===== src/rtl/pd_scan_arbiter.sv =====
// Round-robin arbiter sharing one byte-pattern detector among NCH requesters.
// Define PD_SCAN_ARB_MATCH_CNT_EN to add per-channel match counters.
module pd_scan_arbiter #(
  parameter int NCH         = 4,
  parameter int ACK_TIMEOUT = 255
) (
  input  logic             clk,
  input  logic             reset,
  input  logic [NCH-1:0]   req_i,
  input  logic [NCH*8-1:0] data_i,
  input  logic [NCH-1:0]   valid_i,
  input  logic [NCH-1:0]   last_i,
  output logic [NCH-1:0]   ready_o,
  output logic [NCH-1:0]   grant_o,
  output logic [NCH-1:0]   found_o,
  input  logic [NCH-1:0]   ack_i,
  output logic             err_o,
  output logic             busy_o,
  output logic [7:0]       det_data_o,
  output logic             det_ack_o,
  output logic             det_rst_n_o,
  input  logic             det_found_i
`ifdef PD_SCAN_ARB_MATCH_CNT_EN
  ,
  output logic [NCH*16-1:0] match_cnt_o
`endif
);

  localparam int GW = $clog2(NCH);
  localparam logic [15:0] TMO_LAST = 16'(ACK_TIMEOUT - 1);

  typedef enum logic [2:0] {
    S_IDLE,
    S_GRANT,
    S_SCAN,
    S_REPORT,
    S_RESUME,
    S_RELEASE
  } state_e;

  state_e         state_q, state_d;
  logic [GW-1:0]  g_q, g_d;
  logic [GW-1:0]  ptr_q, ptr_d;
  logic [GW-1:0]  pick, kk;
  logic           last_q, last_d;
  logic [15:0]    tmr_q, tmr_d;
  logic           err_q, err_d;
  logic [NCH-1:0] grant_q, ready_q, found_q;
  logic [NCH-1:0] oh_d;
  logic           busy_q, det_ack_q, det_rst_n_q;
  logic           xfer;
  int             k_sel;

  // Walk downward so the lowest offset from ptr wins.
  always_comb begin
    pick  = ptr_q;
    k_sel = 0;
    kk    = '0;
    for (int i = NCH - 1; i >= 0; i--) begin
      k_sel = int'(ptr_q) + i;
      if (k_sel >= NCH) k_sel = k_sel - NCH;
      kk = GW'(k_sel);
      if (req_i[kk]) pick = kk;
    end
  end

  assign xfer = (state_q == S_SCAN) && valid_i[g_q];

  assign det_data_o = xfer ? data_i[{g_q, 3'b000} +: 8]
                           : 8'h00;

  always_comb begin
    state_d = state_q;
    g_d     = g_q;
    ptr_d   = ptr_q;
    last_d  = last_q;
    tmr_d   = tmr_q;
    err_d   = 1'b0;
    unique case (state_q)
      S_IDLE: begin
        if (|req_i) begin
          g_d     = pick;
          state_d = S_GRANT;
        end
      end
      S_GRANT: begin
        last_d  = 1'b0;
        tmr_d   = '0;
        state_d = S_SCAN;
      end
      S_SCAN: begin
        if (xfer) begin
          if (det_found_i) begin
            last_d  = last_i[g_q];
            tmr_d   = '0;
            state_d = S_REPORT;
          end else if (last_i[g_q]) begin
            state_d = S_RELEASE;
          end
        end
      end
      S_REPORT: begin
        if (ack_i[g_q]) begin
          state_d = last_q ? S_RELEASE : S_RESUME;
        end else if (tmr_q == TMO_LAST) begin
          err_d   = 1'b1;
          state_d = S_RELEASE;
        end else begin
          tmr_d = tmr_q + 16'd1;
        end
      end
      S_RESUME: state_d = S_SCAN;
      S_RELEASE: begin
        ptr_d   = (g_q == GW'(NCH - 1)) ? '0 : g_q + 1'b1;
        state_d = S_IDLE;
      end
      default: state_d = S_IDLE;
    endcase
  end

  assign oh_d = NCH'(1) << g_d;

  // Outputs are registered from the next state.
  always_ff @(posedge clk or posedge reset) begin
    if (reset) begin
      state_q     <= S_IDLE;
      g_q         <= '0;
      ptr_q       <= '0;
      last_q      <= 1'b0;
      tmr_q       <= '0;
      err_q       <= 1'b0;
      grant_q     <= '0;
      ready_q     <= '0;
      found_q     <= '0;
      busy_q      <= 1'b0;
      det_ack_q   <= 1'b1;
      det_rst_n_q <= 1'b0;
    end else begin
      state_q     <= state_d;
      g_q         <= g_d;
      ptr_q       <= ptr_d;
      last_q      <= last_d;
      tmr_q       <= tmr_d;
      err_q       <= err_d;
      grant_q     <= (state_d != S_IDLE) ? oh_d : '0;
      ready_q     <= (state_d == S_SCAN) ? oh_d : '0;
      found_q     <= (state_d == S_REPORT) ? oh_d : '0;
      busy_q      <= (state_d != S_IDLE);
      det_ack_q   <= (state_d != S_REPORT);
      det_rst_n_q <= (state_d == S_SCAN) ||
                     (state_d == S_REPORT) ||
                     (state_d == S_RESUME);
    end
  end

  assign grant_o     = grant_q;
  assign ready_o     = ready_q;
  assign found_o     = found_q;
  assign err_o       = err_q;
  assign busy_o      = busy_q;
  assign det_ack_o   = det_ack_q;
  assign det_rst_n_o = det_rst_n_q;

`ifdef PD_SCAN_ARB_MATCH_CNT_EN
  logic [15:0] cnt_q [NCH];

  always_ff @(posedge clk or posedge reset) begin
    if (reset) begin
      for (int i = 0; i < NCH; i++) cnt_q[i] <= '0;
    end else if (xfer && det_found_i &&
                 cnt_q[g_q] != 16'hFFFF) begin
      cnt_q[g_q] <= cnt_q[g_q] + 16'd1;
    end
  end

  for (genvar gi = 0; gi < NCH; gi++) begin : g_cnt
    assign match_cnt_o[16*gi +: 16] = cnt_q[gi];
  end
`endif

endmodule

===== config.mk =====
export PLATFORM = sky130hd
export DESIGN_NAME = pd_scan_arbiter
export DESIGN_NICKNAME = d
export VERILOG_FILES = /design/src/rtl/pd_scan_arbiter.sv
export SDC_FILE = /design/constraint.sdc
export NUM_CORES = 1
export LEC_CHECK = 0
export ABC_AREA = 0
export CAP_MARGIN = 20
export CELL_PAD_IN_SITES_DETAIL_PLACEMENT = 0
export CELL_PAD_IN_SITES_GLOBAL_PLACEMENT = 1
export CORE_MARGIN = 1.5
export CORE_UTILIZATION = 25
export CTS_BUF_LIST = sky130_fd_sc_hd__clkbuf_4 sky130_fd_sc_hd__clkbuf_8
export CTS_CLUSTER_SIZE = 10
export DETAILED_ROUTE_END_ITERATION = 7
export PLACE_DENSITY = 0.75
export SLEW_MARGIN = 20
export SYNTH_ARGS = -nofsm -noshare
export SYNTH_HDL_FRONTEND = slang
export SYNTH_SLANG_ARGS = --single-unit

===== constraint.sdc =====
create_clock -name clk -period 2.35 [get_ports clk]
set_clock_uncertainty 0.1 [all_clocks]
set_input_delay 0.47 -clock clk [delete_from_list [all_inputs] [get_ports clk]]
set_output_delay 0.47 -clock clk [all_outputs]
set_load 0.05 [all_outputs]

* Yosys cells after proc, flatten, opt, wreduce, memory -nomap -nowiden
Index checks and enable logic that the tools add are counted.
** Storage, ports and cells
- Flip-flop bits (word level) :: 40
- Input port bits :: 51
- Word-level logic and storage cells :: 106
** Cells by class
- Add/sub/neg operators :: 9
- Magnitude comparators :: 9
- Equality and inequality tests :: 15
- Shift operators :: 2
- Multiplexer cells :: 48
- Reductions and logical operators :: 11
** Operators with widths (number)
- 16-bit two-way mux :: 4
- 16-bit case mux with 3 select lines :: 1
- 32-bit by 6-bit indexed part select with 8-bit output :: 1
- 2-bit two-way mux :: 11
- 3-bit two-way mux :: 6
- 16-bit by 1-bit adder with 16-bit output, second input constant :: 1
- 16-bit by 8-bit equality test with 1-bit output, second input constant :: 1
- 2-bit by 3-bit less-than comparator with 1-bit output, second input constant :: 5
- 1-bit binary-select mux with 2-bit select :: 7
- 1-bit two-way mux :: 13
- 3-bit by 2-bit equality test with 1-bit output, second input constant :: 4
- 4-bit two-way mux :: 3
- 3-bit case mux with 4 select lines :: 1
- 3-bit equality test, second input constant :: 3
- 3-bit >= comparator, second input constant :: 3
- 8-bit two-way mux :: 1
- 2-bit inequality test, second input constant :: 4
- 2-bit by 1-bit subtractor with 2-bit output, second input constant :: 4
- 2-bit by 2-bit adder with 3-bit output, second input constant :: 2
- 3-bit nonzero test :: 2
- 5-bit AND reduction :: 1
- 4-bit OR reduction :: 1
- 1-bit by 2-bit left shift with 4-bit output, first input constant :: 1
- 2-bit by 1-bit adder with 3-bit output, second input constant :: 1
- other kinds (12) :: 13

* Logic depth before layout (Yosys ltp)
Gate-level depths: netlist of run 1.
- Depth in word-level cells :: 13
- Mapped depth :: 8
- Gate-level depth less buffers :: 7

* Worst setup path before layout of run 1
OpenSTA, ideal clock, no wires.
- Kind :: reg2out
- Start point :: register state_q[2]
- End point :: output det_data_o[0]
- Data arrival time :: 2.014 ns
- Setup slack :: -0.234 ns
- Cell stages (with the launch flop) :: 6
- Buffers on the path :: 2
- Cells stage by stage :: dfrtp_1 clkbuf_1 or3b_2 nand2b_1 clkbuf_1 nor2b_1
** Between the ends
- Longest elaborated chain between the ends :: 3
** Ends and longest elaborated chain
- start, declared :: line 41 : state_e state_q, state_d;
- start signal, assigned :: line 139 : state_q <= state_d;
- 3-bit by 2-bit equality test with 1-bit output :: line 67 : assign xfer = (state_q == S_SCAN) && valid_i[g_q];
- 1-bit logical AND :: line 67
- 8-bit two-way mux :: line 69 : assign det_data_o = xfer ? data_i[{g_q, 3'b000} +: 8]
- end, declared :: line 19 : output logic [7:0] det_data_o,
Every way passes these cells.

* Worst setup path in the final report of run 1
- Start point :: register g_q[0]
- End point :: register tmr_q[12]
** Between the ends
- Longest elaborated chain between the ends :: 5
- Elaborated cells between the ends (all ways) :: 8
** Ends and longest elaborated chain
- start, declared :: line 42 : logic [GW-1:0] g_q, g_d;
- start signal, assigned :: line 140 : g_q <= g_d;
- 1-bit binary-select mux with 2-bit select :: line 67
- 1-bit two-way mux (not written as such) :: line 67
- 1-bit logical AND :: line 67
- 2-bit inequality test (no line)
- 5-bit AND reduction (no line) *
- end signal, assigned :: line 143 : tmr_q <= tmr_d;
- end, declared :: line 46 : logic [15:0] tmr_q, tmr_d;
Mark *: on every way between the ends. The rest lies on a longest branch, timed or not. The select of a mux whose other input is x is not followed.
A chain may end at the register's enable or synchronous reset.

==> results of run 1 <==
-- state kept, by name, indices dropped and copies added, names as in the netlist --
name / cells
state_q: 3
det_ack_o: 1
busy_o: 1
grant_o: 4
det_rst_n_o: 1
found_o: 4
err_o: 1
tmr_q: 16
g_q: 2
ptr_q: 2
ready_o: 4
last_q: 1
-- stage by stage --
stage | util | TNS (ps) | area [µm²]
floorplan | - | -1870 | 2330
global placement | 0.377 | -6620 | 3430
detailed placement | 0.377 | -7890 | 3430
CTS | 0.407 | -18.5 | 3700
global route | 0.415 | -513 | 3780
finish | 0.415 | 0 | 3780
-- per-layer routing --
layer	up-vias	global-route usage
met5	-	0
met3	13	0.0358
li1	1096	-
met4	0	0.0433
met2	40	0.242
met1	1109	0.166
-- cells by family after synthesis --
| family | Yosys count |
|---|---|
| AO/OA/AOI/OAI | 52 |
| XOR/XNOR | 2 |
| adder cells (fa/ha/maj) | 3 |
| buffers and inverters | 21 |
| flip-flops | 40 |
| multiplexers | 14 |
| AND/OR/NAND/NOR | 97 |
-- how the worst max path moves through the flow --
stage,start,end,slack [ps],depth (start not counted)
floorplan,state_q[2]$_DFF_PP0_,det_data_o[0],-230,5
global placement,ack_i[3],tmr_q[7]$_DFFE_PP0P_,-330,7
detailed placement,ack_i[3],tmr_q[7]$_DFFE_PP0P_,-380,7
CTS,g_q[0]$_DFF_PP0_,tmr_q[10]$_DFFE_PP0P_,-20,6
global route,g_q[0]$_DFF_PP0_,tmr_q[12]$_DFFE_PP0P_,-70,6
finish,g_q[0]$_DFF_PP0_,tmr_q[12]$_DFFE_PP0P_,20,6
-- repair_timing --
action	4_1_cts	5_1_grt
gates resized for setup	35	22
cloned	1	0
pin swaps	8	5
endpoints found under the setup margin	17	28
hold endpoints to repair	0	0
setup buffers	9	1
-- synth_stat cells, types with 2 or more instances --
cell type / count
dfrtp_1: 39
o21ai_0: 16
nor2_1: 14
nand2_1: 13
inv_1: 12
nor2b_1: 12
nor3_1: 12
mux4_2: 10
a21oi_1: 9
nand2b_1: 9
nand3_1: 7
o31ai_1: 6
or3_1: 6
clkbuf_1: 5
or4_1: 5
nand4_1: 4
ha_1: 3
or2_1: 3
a2111oi_0: 2
a21o_1: 2
and3_1: 2
buf_6: 2
mux2_2: 2
mux2i_1: 2
nor3b_1: 2
nor4_1: 2
o211ai_1: 2
o41ai_1: 2
xor2_1: 2
-- final cells by class --
class | instances | area, µm²
repair buffers | 120 | 1110
flip-flops and latches | 40 | 1000
multi-input cells | 169 | 1380
clock inverters | 3 | 42.5
fillers | 889 | 5330
inverters | 12 | 45.0
clock buffers | 5 | 68.8
well taps | 111 | 139
-- worst max-delay path, stage by stage, from the launching register on --
cell	delay (ps)
dfrtp_2	420
mux4_2	570
a41oi_4	270
buf_6	150
o211ai_4	120
or4_1	490
a21oi_1	130
-- report_power, final --
| part | internal (mW) | switching [mW] | total [mW] |
|---|---|---|---|
| clock | 0.314 | 0.248 | 0.562 |
| combinational | 1.17 | 1.52 | 2.70 |
| sequential | 0.860 | 0.0929 | 0.953 |
==> reports/metrics.csv, run 1 <==
stage;metric;value;unit
worst_setup_path;r2r_setup_slack;20;ps
drt;vias;2258;
sta;relSlewSlack;0.677;
floorplanning;die_h;99.5;µm
global_routing;grt_pass1_vias;2298;
outcome;status;finished clean;
power_and_ir_drop;total_power;4.21;mW
yosys;synthCells;229;
final_layout;diodes;0;
worst_setup_path;worstPathArrival;2450;ps
yosys;synthAdderAreaFrac;0.0161;
clocking;cts.sinks;40;
yosys;synthMuxAreaShare;0.115;
yosys;yosys.area_share.xor_xnor;0.00753;
clocking;hold_buffers;0;
drt;detail_route.first_pass.iterations;4;
floorplanning;fp.dieW;99.5;µm
yosys;synth.ff_latch_count;40;
yosys;synth.distinct_cells;51;
worst_setup_path;path_class;flip-flop to flip-flop;
floorplanning;start_util;0.255;
sta;rsz0062_at_grt;yes;
yosys;syn-cell-area;0.00233;mm²
sta;worst-slew-pin-transition;472;ps
drt;met3WireLength;241;µm
power_and_ir_drop;leakagePower;1.57;nW
yosys;synth_top_family_by_area;simple AND/OR/NAND/NOR gates;
yosys;syn_nets;283;
sta;setup_slack;18.7;ps
global_routing;grt_pass1_wl;11000;µm
yosys;synth.area.top_cells;dfrtp_1, mux4_2, o21ai_0;
drt;antenna_left;0;
drt;route.top_layer_used;met4;
min_path;whs_endpoint;tmr_q[3]$_DFFE_PP0P_;
clocking;clk_latency;290;ps
yosys;synth-compound-area-share;0.158;
global_routing;grt_max_degree;41;
yosys;synth_ff_type;dfrtp_1;
drt;dr_wl_met2;3520;µm
clocking;cts_buffers;5;
yosys;synth_edf_count;0;
drt;drt_iter0_drc;83;
yosys;netlist.top_cell.by_area;dfrtp_1;
yosys;ys_seq_area_frac;0.431;
drt;routed_wl;6620;µm
clocking;clockBufferDepth;2;
worst_setup_path;start_kind;flip-flop;
clocking;htreeDepth;2;
placed_design;pre_cts_ws;-384;ps
global_routing;grt_overflow;0;
sta;hold_viol;0;
worst_setup_path;crit_required;2470;ps
floorplanning;rows;35;
global_routing;grtUsageTotal;0.138;
worst_setup_path;r2r_start;g_q[0]$_DFF_PP0_;
placed_design;dp_hpwl;4860;µm
yosys;async_flop_share;1.00;
sta;period_share;0.992;
final_layout;drive_above_1_share;0.315;
drt;drcViolationCount;0;
flow_run;maxCapViolations;0;
min_path;hold_class;flip-flop to flip-flop;
power_and_ir_drop;ir_worst_vdd;0.706;mV
yosys;yosys.area_share.simple;0.231;
clocking;clk_pin_slew;80;ps
placed_design;gp_congestion;0.839;
final_layout;synthToLayoutAreaGrowth;62.6;%
sta;drv_slew;0;
power_and_ir_drop;p_per_area;1110;mW/mm²
sta;fmaxAchievable;0.429;GHz
worst_setup_path;endpoint_kind;flip-flop;
clocking;cts_root_buffer;clkbuf_8;
floorplanning;die-area;0.00989;mm²
sta;fin_crit;2330;ps
floorplanning;coreArea;0.00911;mm²
yosys;ys_warn_count;0;
worst_setup_path;worst-path-max-fanout;6;
clocking;cts_tree;built;
placed_design;dpl.cell_count;443;
floorplanning;io_pins;75;
drt;viasPerCell;4.91;
worst_setup_path;r2r_cells;6;
final_layout;final_cell_mix;clkdlybuf4s50_1, buf_4, dfrtp_1, nor2_1, o21ai_0;
yosys;yosysTopAreaCellShare;0.420;
worst_setup_path;reg2reg_to;tmr_q[12]$_DFFE_PP0P_;
final_layout;finalNetCount;402;
min_path;min_from;tmr_q[3]$_DFFE_PP0P_;
yosys;syn_area_per_cell;10.2;µm²
final_layout;instances_no_fill;460;
min_path;min_path_cells;1;
sta;setup_viol;0;
drt;wl_per_cell;14.4;µm
final_layout;final_common_cell;clkdlybuf4s50_1;
sta;holdWs;417;ps
global_routing;antenna_found_initial;0;
drt;met1_length;2720;µm
placed_design;port_buffers;74;
(Power assumes the default switching activity.)
==> run 2: changes to the inputs <==
--- a/config.mk
+++ b/config.mk
@@ -9,6 +9,7 @@
 export CAP_MARGIN = 20
 export CELL_PAD_IN_SITES_DETAIL_PLACEMENT = 0
 export CELL_PAD_IN_SITES_GLOBAL_PLACEMENT = 1
+export CORE_ASPECT_RATIO = 0.6
 export CORE_MARGIN = 1.5
 export CORE_UTILIZATION = 25
 export CTS_BUF_LIST = sky130_fd_sc_hd__clkbuf_4 sky130_fd_sc_hd__clkbuf_8
==> run 2 against run 1 <==
  * Sequential power rose by 0.4%
  * Worst hold slack worse by 10 ps
  * First-iteration DRC count increased by 83%
  * Sequential cell count stayed put
  * Core utilization fell by 0.49 points
  * Critical path type unchanged
==> reports/metrics.csv, run 2 (synthesis results as in run 1) <==
stage;metric;value;unit;change
final_layout;regMostFlops;tmr_q;;
drt;antenna_left;0;;unchanged
floorplanning;io_pins;75;;unchanged
clocking;cts_tree;built;;
drt;vias;2281;;+1.0%
global_routing;grt_pass1_wl;11200;µm;+1.7%
placed_design;port_buffers;74;;unchanged
drt;drcViolationCount;0;;unchanged
placed_design;dpl.cell_count;452;;+2.0%
clocking;cts_root_buffer;clkbuf_8;;
worst_setup_path;crit_required;2480;ps;about the same
sta;fmaxAchievable;0.432;GHz;+0.60%
final_layout;fillCellCount;879;;-1.1%
placed_design;dp_hpwl;5520;µm;+13%
placed_design;placed_cell_area;0.00347;mm²;+1.1%
final_layout;postLayoutCoreUtil;0.410;;-0.00495
min_path;whs_endpoint;last_q$_DFFE_PP0P_;;
worst_setup_path;critical-path-max-stage-delay;620;ps;+50 ps
sta;holdWs;407;ps;-10.2 ps
sta;period_share;0.986;;-0.00592
sta;hold_viol;0;;unchanged
global_routing;grt_overflow;0;;unchanged
worst_setup_path;r2r_cells;5;;-1
clocking;hold_buffers;0;;unchanged
clocking;cts_buffers;5;;unchanged
outcome;status;finished clean;;
power_and_ir_drop;leakagePower;1.62;nW;+2.7%
placed_design;pre_cts_ws;-351;ps;+33.1 ps
final_layout;synthToLayoutAreaGrowth;60.3;%;
final_layout;drive_above_1_share;0.270;;-0.0451
power_and_ir_drop;total_power;4.16;mW;-1.3%
power_and_ir_drop;p_per_area;1110;mW/mm²;+0.12%
min_path;min_path_cells;2;;+1
worst_setup_path;r2r_start;g_q[0]$_DFF_PP0_;;
clocking;clk_pin_slew;80;ps;about the same
drt;routed_wl;7170;µm;+8.3%
drt;drt_iter0_drc;152;;+83%
worst_setup_path;crit_family;simple AND/OR/NAND/NOR gates;;
clocking;clk_latency;300;ps;about the same
sta;final.setup.tns;0;ps;unchanged
floorplanning;coreArea;0.00909;mm²;-0.23%
clocking;clockBufferDepth;2;;unchanged
min_path;min_from;last_q$_DFFE_PP0P_;;
final_layout;final_common_cell;clkdlybuf4s50_1;;
worst_setup_path;worstPathArrival;2450;ps;about the same
worst_setup_path;worst-path-max-fanout;5;;-1
floorplanning;die-area;0.00991;mm²;+0.20%
sta;setup_viol;0;;unchanged
final_layout;final_cell_mix;clkdlybuf4s50_1, buf_4, dfrtp_1, o21ai_0, nor2_1;;
drt;viasPerCell;4.92;;+0.15%
drt;detail_route.first_pass.iterations;5;;+1
power_and_ir_drop;ir_worst_vdd;0.374;mV;-47%
worst_setup_path;endpoint_kind;flip-flop;;
final_layout;instances_no_fill;464;;+0.87%
placed_design;gp_congestion;0.810;;-3.5%
clocking;htreeDepth;2;;unchanged
sta;rsz0062_at_grt;yes;;
flow_run;maxCapViolations;0;;unchanged
worst_setup_path;path_class;flip-flop to flip-flop;;
global_routing;antenna_found_initial;0;;unchanged
worst_setup_path;r2r_setup_slack;30;ps;about the same
floorplanning;start_util;0.256;;+0.000598
sta;setup_slack;32.6;ps;+13.9 ps
floorplanning;rows;27;;-23%
global_routing;grt_max_degree;41;;unchanged
drt;wl_per_cell;15.4;µm;+7.3%
min_path;hold_class;flip-flop to flip-flop;;
final_layout;largest_register_ffs;16;;unchanged
global_routing;grtUsageTotal;0.145;;+0.00703
worst_setup_path;slowest_stage;mux4_2;;
final_layout;layout.cell_area.non_filler;0.00373;mm²;-1.4%
floorplanning;die_h;77.7;µm;-22%
sta;relSlewSlack;0.639;;-0.0383
worst_setup_path;start_kind;flip-flop;;
final_layout;diodes;0;;unchanged
worst_setup_path;crit_chain;mux4_2, a211o_1, and3_4, or4_4, nand2_2;;
sta;worst-slew-pin-transition;540;ps;+67.9 ps
worst_setup_path;crit_buf_inv;0;;-1
floorplanning;fp.dieW;128;µm;+28%
sta;drv_slew;0;;unchanged
global_routing;grt_pass1_vias;2215;;-3.6%
worst_setup_path;reg2reg_to;tmr_q[5]$_DFFE_PP0P_;;
final_layout;finalNetCount;401;;-0.25%
sta;fin_crit;2320;ps;-13.9 ps
clocking;cts.sinks;40;;unchanged
## run 2: layout make-up
| type | count | area, µm² | area share |
|---|---|---|---|
| Sequential cell | 40 | 1000 | 0.269 |
| Tap cell | 116 | 145 | 0.0389 |
| Multi-Input combinational cell | 169 | 1300 | 0.350 |
| Clock buffer | 6 | 76.3 | 0.0205 |
| Clock inverter | 2 | 35.0 | 0.00940 |
| Inverter | 12 | 45.0 | 0.0121 |
| Timing Repair Buffer | 119 | 1120 | 0.300 |
## run 2: worst reg2reg max path, cell delays in order (launching register included)
cell and delay [ps]:
dfrtp_2 440, mux4_2 620, a211o_1 350, and3_4 180, or4_4 510, nand2_2 60
## run 2: worst max-delay path by stage
stage	from	end	cells past startpoint
2_1_floorplan	state_q[2]$_DFF_PP0_	det_data_o[0]	5
3_3_place_gp	ack_i[2]	tmr_q[11]$_DFFE_PP0P_	7
3_5_place_dp	ack_i[2]	tmr_q[11]$_DFFE_PP0P_	7
4_1_cts	valid_i[3]	det_data_o[5]	5
5_1_grt	g_q[0]$_DFF_PP0_	tmr_q[7]$_DFFE_PP0P_	6
6_report	g_q[0]$_DFF_PP0_	tmr_q[5]$_DFFE_PP0P_	5
## run 2: power breakdown
group / leakage, nW / switching (mW) / total, mW / internal [mW]
Sequential: 0.530 / 0.0970 / 0.957 / 0.860
Clock: 0.0586 / 0.245 / 0.572 / 0.327
Combinational: 1.03 / 1.48 / 2.63 / 1.15
## run 2: metal layers
layer | global-route usage | vias up | wire length (µm)
met1 | 0.239 | 1117 | 3840
met5 | 0 | - | 0
met3 | 0.0359 | 6 | 387
met4 | 0.0341 | 0 | 58
met2 | 0.182 | 66 | 2880
li1 | - | 1092 | -
## run 2: timing repair
action | 4_1_cts | 5_1_grt
pin swaps | 1 | 4
setup endpoints to repair | 9 | 30
setup buffers | 1 | 3
resized for setup | 11 | 28
cloned | 0 | 1
